`config.mk`:
```
export PLATFORM = sky130hd
export DESIGN_NAME = reloj_param
export DESIGN_NICKNAME = d
export VERILOG_FILES = /design/src/rtl/reloj_param.sv
export SDC_FILE = /design/constraint.sdc
export NUM_CORES = 1
export LEC_CHECK = 0
export ABC_AREA = 1
export BUFFER_PORTS_ARGS = -buffer_cell sky130_fd_sc_hd__buf_2
export CAP_MARGIN = 20
export CORE_ASPECT_RATIO = 0.75
export CORE_MARGIN = 2
export CORE_UTILIZATION = 52
export CTS_BUF_LIST = sky130_fd_sc_hd__clkbuf_16
export DETAILED_ROUTE_END_ITERATION = 10
export GPL_ROUTABILITY_DRIVEN = 0
export PLACE_DENSITY = 0.77
export REMOVE_ABC_BUFFERS = 1
export SLEW_MARGIN = 25
export SYNTH_ARGS = -nofsm -noshare
export SYNTH_HDL_FRONTEND = slang
export SYNTH_SLANG_ARGS = --single-unit
```
`constraint.sdc`:
```
create_clock -name clk -period 1.8 [get_ports clk]
set_input_delay 0.45 -clock clk [delete_from_list [all_inputs] [get_ports clk]]
set_output_delay 0.45 -clock clk [all_outputs]
set_load 0.05 [all_outputs]
```
`src/rtl/reloj_param.sv`:
```
// Time-of-day counter: derives a seconds tick from the system clock and keeps
// sec/min/hour with run/pause, fast mode, clamped load, rollover and alarm strobes.
module reloj_param #(
    parameter int CLK_FREQ  = 50_000_000,
    parameter int FAST_DIV  = 60,
    parameter int HOURS_MOD = 24
) (
    input  logic       clk,
    input  logic       rst,
    input  logic       en,
    input  logic       fast,
    input  logic       load,
    input  logic [5:0] load_sec,
    input  logic [5:0] load_min,
    input  logic [4:0] load_hour,
    input  logic       alarm_en,
    input  logic [5:0] alarm_min,
    input  logic [4:0] alarm_hour,
    output logic [5:0] sec,
    output logic [5:0] min,
    output logic [4:0] hour,
    output logic       tick_sec,
    output logic       tick_min,
    output logic       tick_hour,
    output logic       tick_day,
    output logic       alarm
);

    localparam int             PW       = $clog2(CLK_FREQ);
    localparam logic [PW-1:0]  SLOW_M1  = PW'(CLK_FREQ - 1);
    localparam logic [PW-1:0]  FAST_M1  = PW'(CLK_FREQ / FAST_DIV - 1);
    localparam logic [PW-1:0]  PRESC_1  = PW'(1);
    localparam logic [4:0]     HOUR_MAX = 5'(HOURS_MOD - 1);
    localparam logic [5:0]     HOUR_LIM = 6'(HOURS_MOD);

    logic [PW-1:0] presc_q, presc_d;
    logic [5:0]    sec_q, sec_d;
    logic [5:0]    min_q, min_d;
    logic [4:0]    hour_q, hour_d;
    logic          tick_sec_q, tick_sec_d;
    logic          tick_min_q, tick_min_d;
    logic          tick_hour_q, tick_hour_d;
    logic          tick_day_q, tick_day_d;
    logic          alarm_q, alarm_d;
    logic [PW-1:0] div_m1;

    assign div_m1 = fast ? FAST_M1 : SLOW_M1;

    always_comb begin
        presc_d     = presc_q;
        sec_d       = sec_q;
        min_d       = min_q;
        hour_d      = hour_q;
        tick_sec_d  = 1'b0;
        tick_min_d  = 1'b0;
        tick_hour_d = 1'b0;
        tick_day_d  = 1'b0;
        alarm_d     = 1'b0;
        if (load) begin
            presc_d = '0;
            sec_d   = (load_sec > 6'd59) ? 6'd0 : load_sec;
            min_d   = (load_min > 6'd59) ? 6'd0 : load_min;
            hour_d  = ({1'b0, load_hour} >= HOUR_LIM) ? 5'd0 : load_hour;
        end else if (en) begin
            // >= so a switch into fast mode with a large prescaler wraps at once
            if (presc_q >= div_m1) begin
                presc_d    = '0;
                tick_sec_d = 1'b1;
                if (sec_q >= 6'd59) begin
                    sec_d      = 6'd0;
                    tick_min_d = 1'b1;
                    if (min_q >= 6'd59) begin
                        min_d       = 6'd0;
                        tick_hour_d = 1'b1;
                        if (hour_q >= HOUR_MAX) begin
                            hour_d     = 5'd0;
                            tick_day_d = 1'b1;
                        end else begin
                            hour_d = hour_q + 5'd1;
                        end
                    end else begin
                        min_d = min_q + 6'd1;
                    end
                end else begin
                    sec_d = sec_q + 6'd1;
                end
                alarm_d = alarm_en && (sec_d == 6'd0) && (min_d == alarm_min)
                          && (hour_d == alarm_hour);
            end else begin
                presc_d = presc_q + PRESC_1;
            end
        end
    end

    always_ff @(posedge clk or negedge rst) begin
        if (!rst) begin
            presc_q     <= '0;
            sec_q       <= '0;
            min_q       <= '0;
            hour_q      <= '0;
            tick_sec_q  <= 1'b0;
            tick_min_q  <= 1'b0;
            tick_hour_q <= 1'b0;
            tick_day_q  <= 1'b0;
            alarm_q     <= 1'b0;
        end else begin
            presc_q     <= presc_d;
            sec_q       <= sec_d;
            min_q       <= min_d;
            hour_q      <= hour_d;
            tick_sec_q  <= tick_sec_d;
            tick_min_q  <= tick_min_d;
            tick_hour_q <= tick_hour_d;
            tick_day_q  <= tick_day_d;
            alarm_q     <= alarm_d;
        end
    end

    assign sec       = sec_q;
    assign min       = min_q;
    assign hour      = hour_q;
    assign tick_sec  = tick_sec_q;
    assign tick_min  = tick_min_q;
    assign tick_hour = tick_hour_q;
    assign tick_day  = tick_day_q;
    assign alarm     = alarm_q;

endmodule

```
==> key figures, run 1 <==
Run status
  – Status: complete, but fails checks
  – Failing checks: negative setup slack

Synthesis
  – Synth top area cells: dfrtp_1 32%, nand2_1 19%, nand3_1 7.2%, ha_1 6.7%, inv_1 6.6%
  – Unique masters post-synth: 33
  – Post-synth EDFFs: 0
  – Top FF cell, synth: dfrtp_1
  – Post-synthesis cell count: 566
  – Syn. warnings: 0
  – Syn avg cell area: 6.61 µm²
  – Share of the synthesized area in the top cell type: 32.1%
  – Asr flop ratio synth: 100%
  – Top cell type by total area after synthesis: dfrtp_1
  – Register bit count reported by yosys: 48
  – Synthesized cell area: 0.00374 mm²
  – Sequential area share after synthesis: 32.1%

Timing
  – Final setup margin: -301 ps
  – Worst slew pin tran: 614 ps
  – Fin crit share: 117%
  – Slew Limit Fails: 0
  – Final clock skew: 9.07 ps
  – Relative slew slack: 59.0%
  – Final setup violation count: 48
  – RSZ-0062 raised after global routing: true
  – Final hold vios: 0
  – Tmin final: 2100 ps
  – F_max: 476 MHz
  – Worst hold margin: 131 ps

Drt
  – DR vias: 4418
  – Routed vias/inst: 5.64
  – DRC: 0
  – DRT iter0 DRCs: 465
  – DRT antenna net count: 0
  – Total Wirelength: 12.1 mm
  – DRT Pass-1 Iters: 5
  – Routed WL per cell: 15.4 µm

Worst setup path
  – Maximum fanout along the worst path: 6
  – Slowest stage delay, CP: 410 ps
  – Critical path class: reg -> reg
  – Worst setup SP type: register
  – Setup slack, reg-to-reg: -300 ps
  – Critical path data required time: 1930 ps
  – RR Startpoint: presc_q[14]
  – Critical R2R Capture: presc_q[0]
  – Crit path cell chain: ha_1, nand2_2, nor2_1, nand4_1, nor2_1, nand2_1, nand3_4, buf_4, inv_1, nand4_1, o21ai_0
  – Crit. End Element: register
  – Reg2reg path depth: 11
  – Crit path arrival time: 2230 ps
  – Crit path max-delay cell type: dfrtp_1

Layout
  – Final cell count without fillers: 784
  – Final Net Count: 739
  – Layout cells sized above 1: 30.5%
  – Post-layout util: 73.6%
  – Ant diodes: 0
  – Area Growth Syn to Fin: 35.7%
  – Most common cell after layout, fill and taps aside: nand2_1
  – Most frequent cells in the layout: 166 x nand2_1, 63 x inv_1, 54 x buf_2, 54 x buf_4, 53 x nor2_1
  – Final instance area: 0.00508 mm²
  – Filler cells: 539

Floorplan
  – Rows: 26
  – Die span in y: 77.5 µm
  – I/O pins: 56
  – Initial cell density of the core: 54.3%
  – Total core area: 0.00690 mm²
  – Full die area: 0.00790 mm²
  – Die width: 102 µm

Global routing
  – Congestion Overflow GR: 0
  – Initial antenna violation count: 0
  – Vias in the first global route: 4110
  – Largest net degree at the start of global routing: 49
  – Wire length of the first global-routing pass: 19.0 mm
  – Gr usage total: 30.2%

Power and ir drop
  – Peak supply drop: 0.623 mV
  – Pwr/cell area: 576 mW/mm²
  – Leakage: 2.56 nW
  – Power Total: 2.93 mW

Clock tree
  – Clock transition at the registers of the reported paths: 70 ps
  – Clock sinks: 48
  – CTS Root Cell: clkbuf_16
  – CTS tree: built
  – H-tree levels: 2
  – Clock buffer depth: 2
  – Hold_buf cts: 0
  – CTS Buf Count: 5
  – Clk_lat worst skew: 290 ps

Placement
  – Port Buf Inserts: 55
  – Placed instance count: 771
  – Dpl cell area: 0.00456 mm²
  – Post-DP HPWL: 8.51 mm

Worst hold path
  – Hold Path Class: in -> async

Flow run
  – Max cap viols: 0
[worst max-delay path: cells and delay by family, from the launching register on]
kind / cells / cell delay (ps)
AND/OR/NAND/NOR: 7 / 840
adder cells (fa/ha/maj): 1 / 300
AO/OA/AOI/OAI: 1 / 110
flip-flops: 1 / 410
buffers and inverters: 2 / 270
[cells by family after synthesis]
| group | synth area share (%) |
|---|---|
| AO/OA/AOI/OAI | 9.36 |
| adder cells (fa/ha/maj) | 6.69 |
| AND/OR/NAND/NOR | 41.5 |
| buffers and inverters | 8.49 |
| flip-flops | 32.1 |
| XOR/XNOR | 1.87 |
[through the flow]
stage | setup slack, ps | TNS (ps)
after floorplan | -260 | -3030
after global placement | -497 | -20150
after detailed placement | -593 | -24510
after CTS | -180 | -6110
after global routing | -390 | -13650
final | -301 | -8550
[state kept, by name, indices dropped and copies added (netlist names)]
register / count
hour: 5
tick_sec: 1
presc_q: 26
sec: 6
alarm: 1
tick_min: 1
tick_hour: 1
min: 6
tick_day: 1
[worst max path at each step]
stage | endpoint | cells past startpoint | from
after global routing | presc_q[0] | 11 | presc_q[14]
after detailed placement | alarm | 13 | fast
after global placement | alarm | 13 | fast
final | presc_q[0] | 11 | presc_q[14]
after CTS | sec[4] | 12 | presc_q[23]
after floorplan | alarm | 13 | min[0]
[per-layer routing]
| layer | GRT usage [%] | share of wire, % | vias to the layer above |
|---|---|---|---|
| met5 | 0 | 0 | - |
| met4 | 5.07 | 2.2 | 0 |
| met3 | 5.50 | 11 | 37 |
| met2 | 47.1 | 44 | 237 |
| met1 | 44.2 | 43 | 2049 |
| li1 | - | - | 2095 |
[cell type report]
type / instances / area, µm² / area share, %
flip-flops and latches: 48 / 1200 / 23.7
repair buffers: 117 / 807 / 15.9
clock inverters: 3 / 18.8 / 0.370
multi-input cells: 443 / 2530 / 49.9
inverters: 70 / 268 / 5.27
clock buffers: 5 / 125 / 2.46
well taps: 98 / 123 / 2.41
[power breakdown]
group | leakage [nW] | total [mW] | internal, mW | switching [mW]
Sequential | 0.643 | 1.17 | 1.13 | 0.0479
Clock | 0.0635 | 0.949 | 0.511 | 0.438
Combinational | 1.85 | 0.804 | 0.269 | 0.536
[cell usage after synthesis (all sizes together) (2+ instances only)]
master / count
clkbuf: 3
nor3: 8
inv: 70
a21oi: 6
nor2: 71
o211ai: 2
o21bai: 2
o31ai: 5
ha: 20
dfrtp: 48
nand2: 191
nor4: 3
xor2: 8
nand3: 56
buf: 5
nand3b: 3
nand4: 17
o21ai: 43
[repair_timing]
item                                    CTS  global route
setup buffers                             2             0
gates cloned                              3             0
resized for setup                        30            63
pin swaps                                14            24
endpoints found under the setup margin   48            48
Power figures use the tool's default switching activity.
==> run 2: changes to the inputs <==
- SETUP_SLACK_MARGIN: default -> 0.05
==> key figures, run 2 (synthesis results as in run 1) <==
Run status
  – Status: complete, but fails checks
  – Failing checks: negative setup slack

Clock tree
  – H-tree levels: 2
  – Clock buffer depth: 2
  – CTS tree: built
  – CTS Buf Count: 5
  – Clock sinks: 48
  – CTS Root Cell: clkbuf_16
  – Clk_lat worst skew: 290 ps
  – Clock transition at the registers of the reported paths: 70 ps
  – Hold_buf cts: 0

Placement
  – Post-DP HPWL: 8.51 mm
  – Placed instance count: 771
  – Port Buf Inserts: 55

Worst setup path
  – Worst setup SP type: register
  – Crit path max-delay cell type: dfrtp_1
  – Crit. End Element: register
  – Reg2reg path depth: 11
  – Critical path class: reg -> reg
  – Critical R2R Capture: presc_q[0]
  – Setup slack, reg-to-reg: -270 ps
  – Crit path arrival time: 2200 ps
  – Crit path cell chain: ha_1, nand2_2, nor2_1, nand4_1, nor2_1, nand2_1, nand3_4, buf_4, inv_1, nand4_1, o21ai_0
  – WP buf/inv: 2
  – CP top delay family: simple AND/OR/NAND/NOR gates
  – Critical path data required time: 1930 ps
  – Critical path startpoint: presc_q[14]
  – RR Startpoint: presc_q[14]
  – Maximum fanout along the worst path: 6
  – Slowest stage delay, CP: 410 ps

Global routing
  – Wire length of the first global-routing pass: 19.1 mm
  – Gr usage total: 30.2%
  – Largest net degree at the start of global routing: 49
  – Congestion Overflow GR: 0
  – Initial antenna violation count: 0
  – Vias in the first global route: 4110

Floorplan
  – I/O pins: 56
  – Total core area: 0.00690 mm²
  – Die span in y: 77.5 µm
  – Rows: 26
  – Die width: 102 µm
  – Initial cell density of the core: 54.3%
  – Full die area: 0.00790 mm²

Worst hold path
  – Hold Path Class: in -> async

Layout
  – Most common cell after layout, fill and taps aside: nand2_1
  – Most frequent cells in the layout: 166 x nand2_1, 63 x inv_1, 54 x buf_2, 54 x buf_4, 53 x nor2_1
  – Filler cells: 539
  – Layout cells sized above 1: 30.5%
  – Ant diodes: 0
  – Max reg flops: 26
  – Area Growth Syn to Fin: 35.7%
  – Top reg by flops: presc_q
  – Final Net Count: 739
  – Post-layout util: 73.6%
  – Final cell count without fillers: 784

Drt
  – DRC: 0
  – DRT iter0 DRCs: 416
  – Routed WL per cell: 15.4 µm
  – DRT antenna net count: 0
  – DR vias: 4426
  – Routed vias/inst: 5.65
  – Total Wirelength: 12.1 mm
  – DRT Pass-1 Iters: 5

Timing
  – Relative slew slack: 59.6%
  – Worst slew pin tran: 606 ps
  – Final setup violation count: 48
  – Final setup margin: -273 ps
  – Final hold vios: 0
  – Worst hold margin: 128 ps
  – Fin crit share: 115%
  – RSZ-0062 raised after global routing: true
  – Slew Limit Fails: 0
  – F_max: 482 MHz
  – Fin Setup TNS: -8180 ps
  – Tmin final: 2070 ps
  – Final clock skew: 10.2 ps

Power and ir drop
  – Peak supply drop: 0.621 mV
  – Leakage: 2.56 nW
  – Pwr/cell area: 576 mW/mm²

Flow run
  – Max cap viols: 0
## run 2: cell counts in the layout (fill, tap and decap cells not counted)
No cell type changed its count.
## run 2: metrics by stage
stage	total power [mW]	cell area, µm²	worst slack [ps]
2_1_floorplan	1.64	3690	-260
3_3_place_gp	1.91	4560	-497
3_5_place_dp	1.93	4560	-593
4_1_cts	2.89	4850	-180
5_1_grt	3.06	5080	-382
6_report	2.93	5080	-273
## run 2: how the worst max path moves through the flow
stage                       to  slack [ps]  depth (start not counted)
finish              presc_q[0]        -270                         11
global placement         alarm        -500                         13
detailed placement       alarm        -590                         13
CTS                     sec[4]        -180                         12
global route        presc_q[0]        -380                         11
floorplan                alarm        -260                         13
## run 2: per-layer routing
layer  wire length (µm)  global-route usage (%)  up-vias  part of all wire, %
met2               5270                    47.1      242                   44
met5                  0                       0        -                    0
li1                   -                       -     2092                    -
met4                310                    5.07        0                  2.6
met1               5210                    44.3     2047                   43
met3               1290                    5.50       45                   11
## run 2: what timing repair did
item / in CTS / in global routing
setup endpoints to repair: 48 / 48
buffers inserted: 2 / 0
gates cloned: 3 / 0
gates resized for setup: 30 / 63
pin swaps: 13 / 25
## run 2: final cells by class
type	count	area (µm²)	area share, %
clock buffers	5	125	2.46
clock inverters	3	18.8	0.370
inverters	70	268	5.27
flip-flops and latches	48	1200	23.7
repair buffers	117	807	15.9
well taps	98	123	2.41
multi-input cells	443	2530	49.9
## run 2: where the power goes
| group | total (mW) | internal (mW) | switching (mW) |
|---|---|---|---|
| logic | 0.805 | 0.268 | 0.537 |
| clock network | 0.948 | 0.511 | 0.436 |
| registers | 1.17 | 1.13 | 0.0473 |
| total | 2.93 | 1.91 | 1.02 |
## run 2: worst reg2reg max path, delay by kind of cell, from the launching register on
kind	cells	cell delay, ps
buffers and inverters	2	260
AND/OR/NAND/NOR	7	830
adder cells (fa/ha/maj)	1	300
flip-flops	1	410
AO/OA/AOI/OAI	1	110
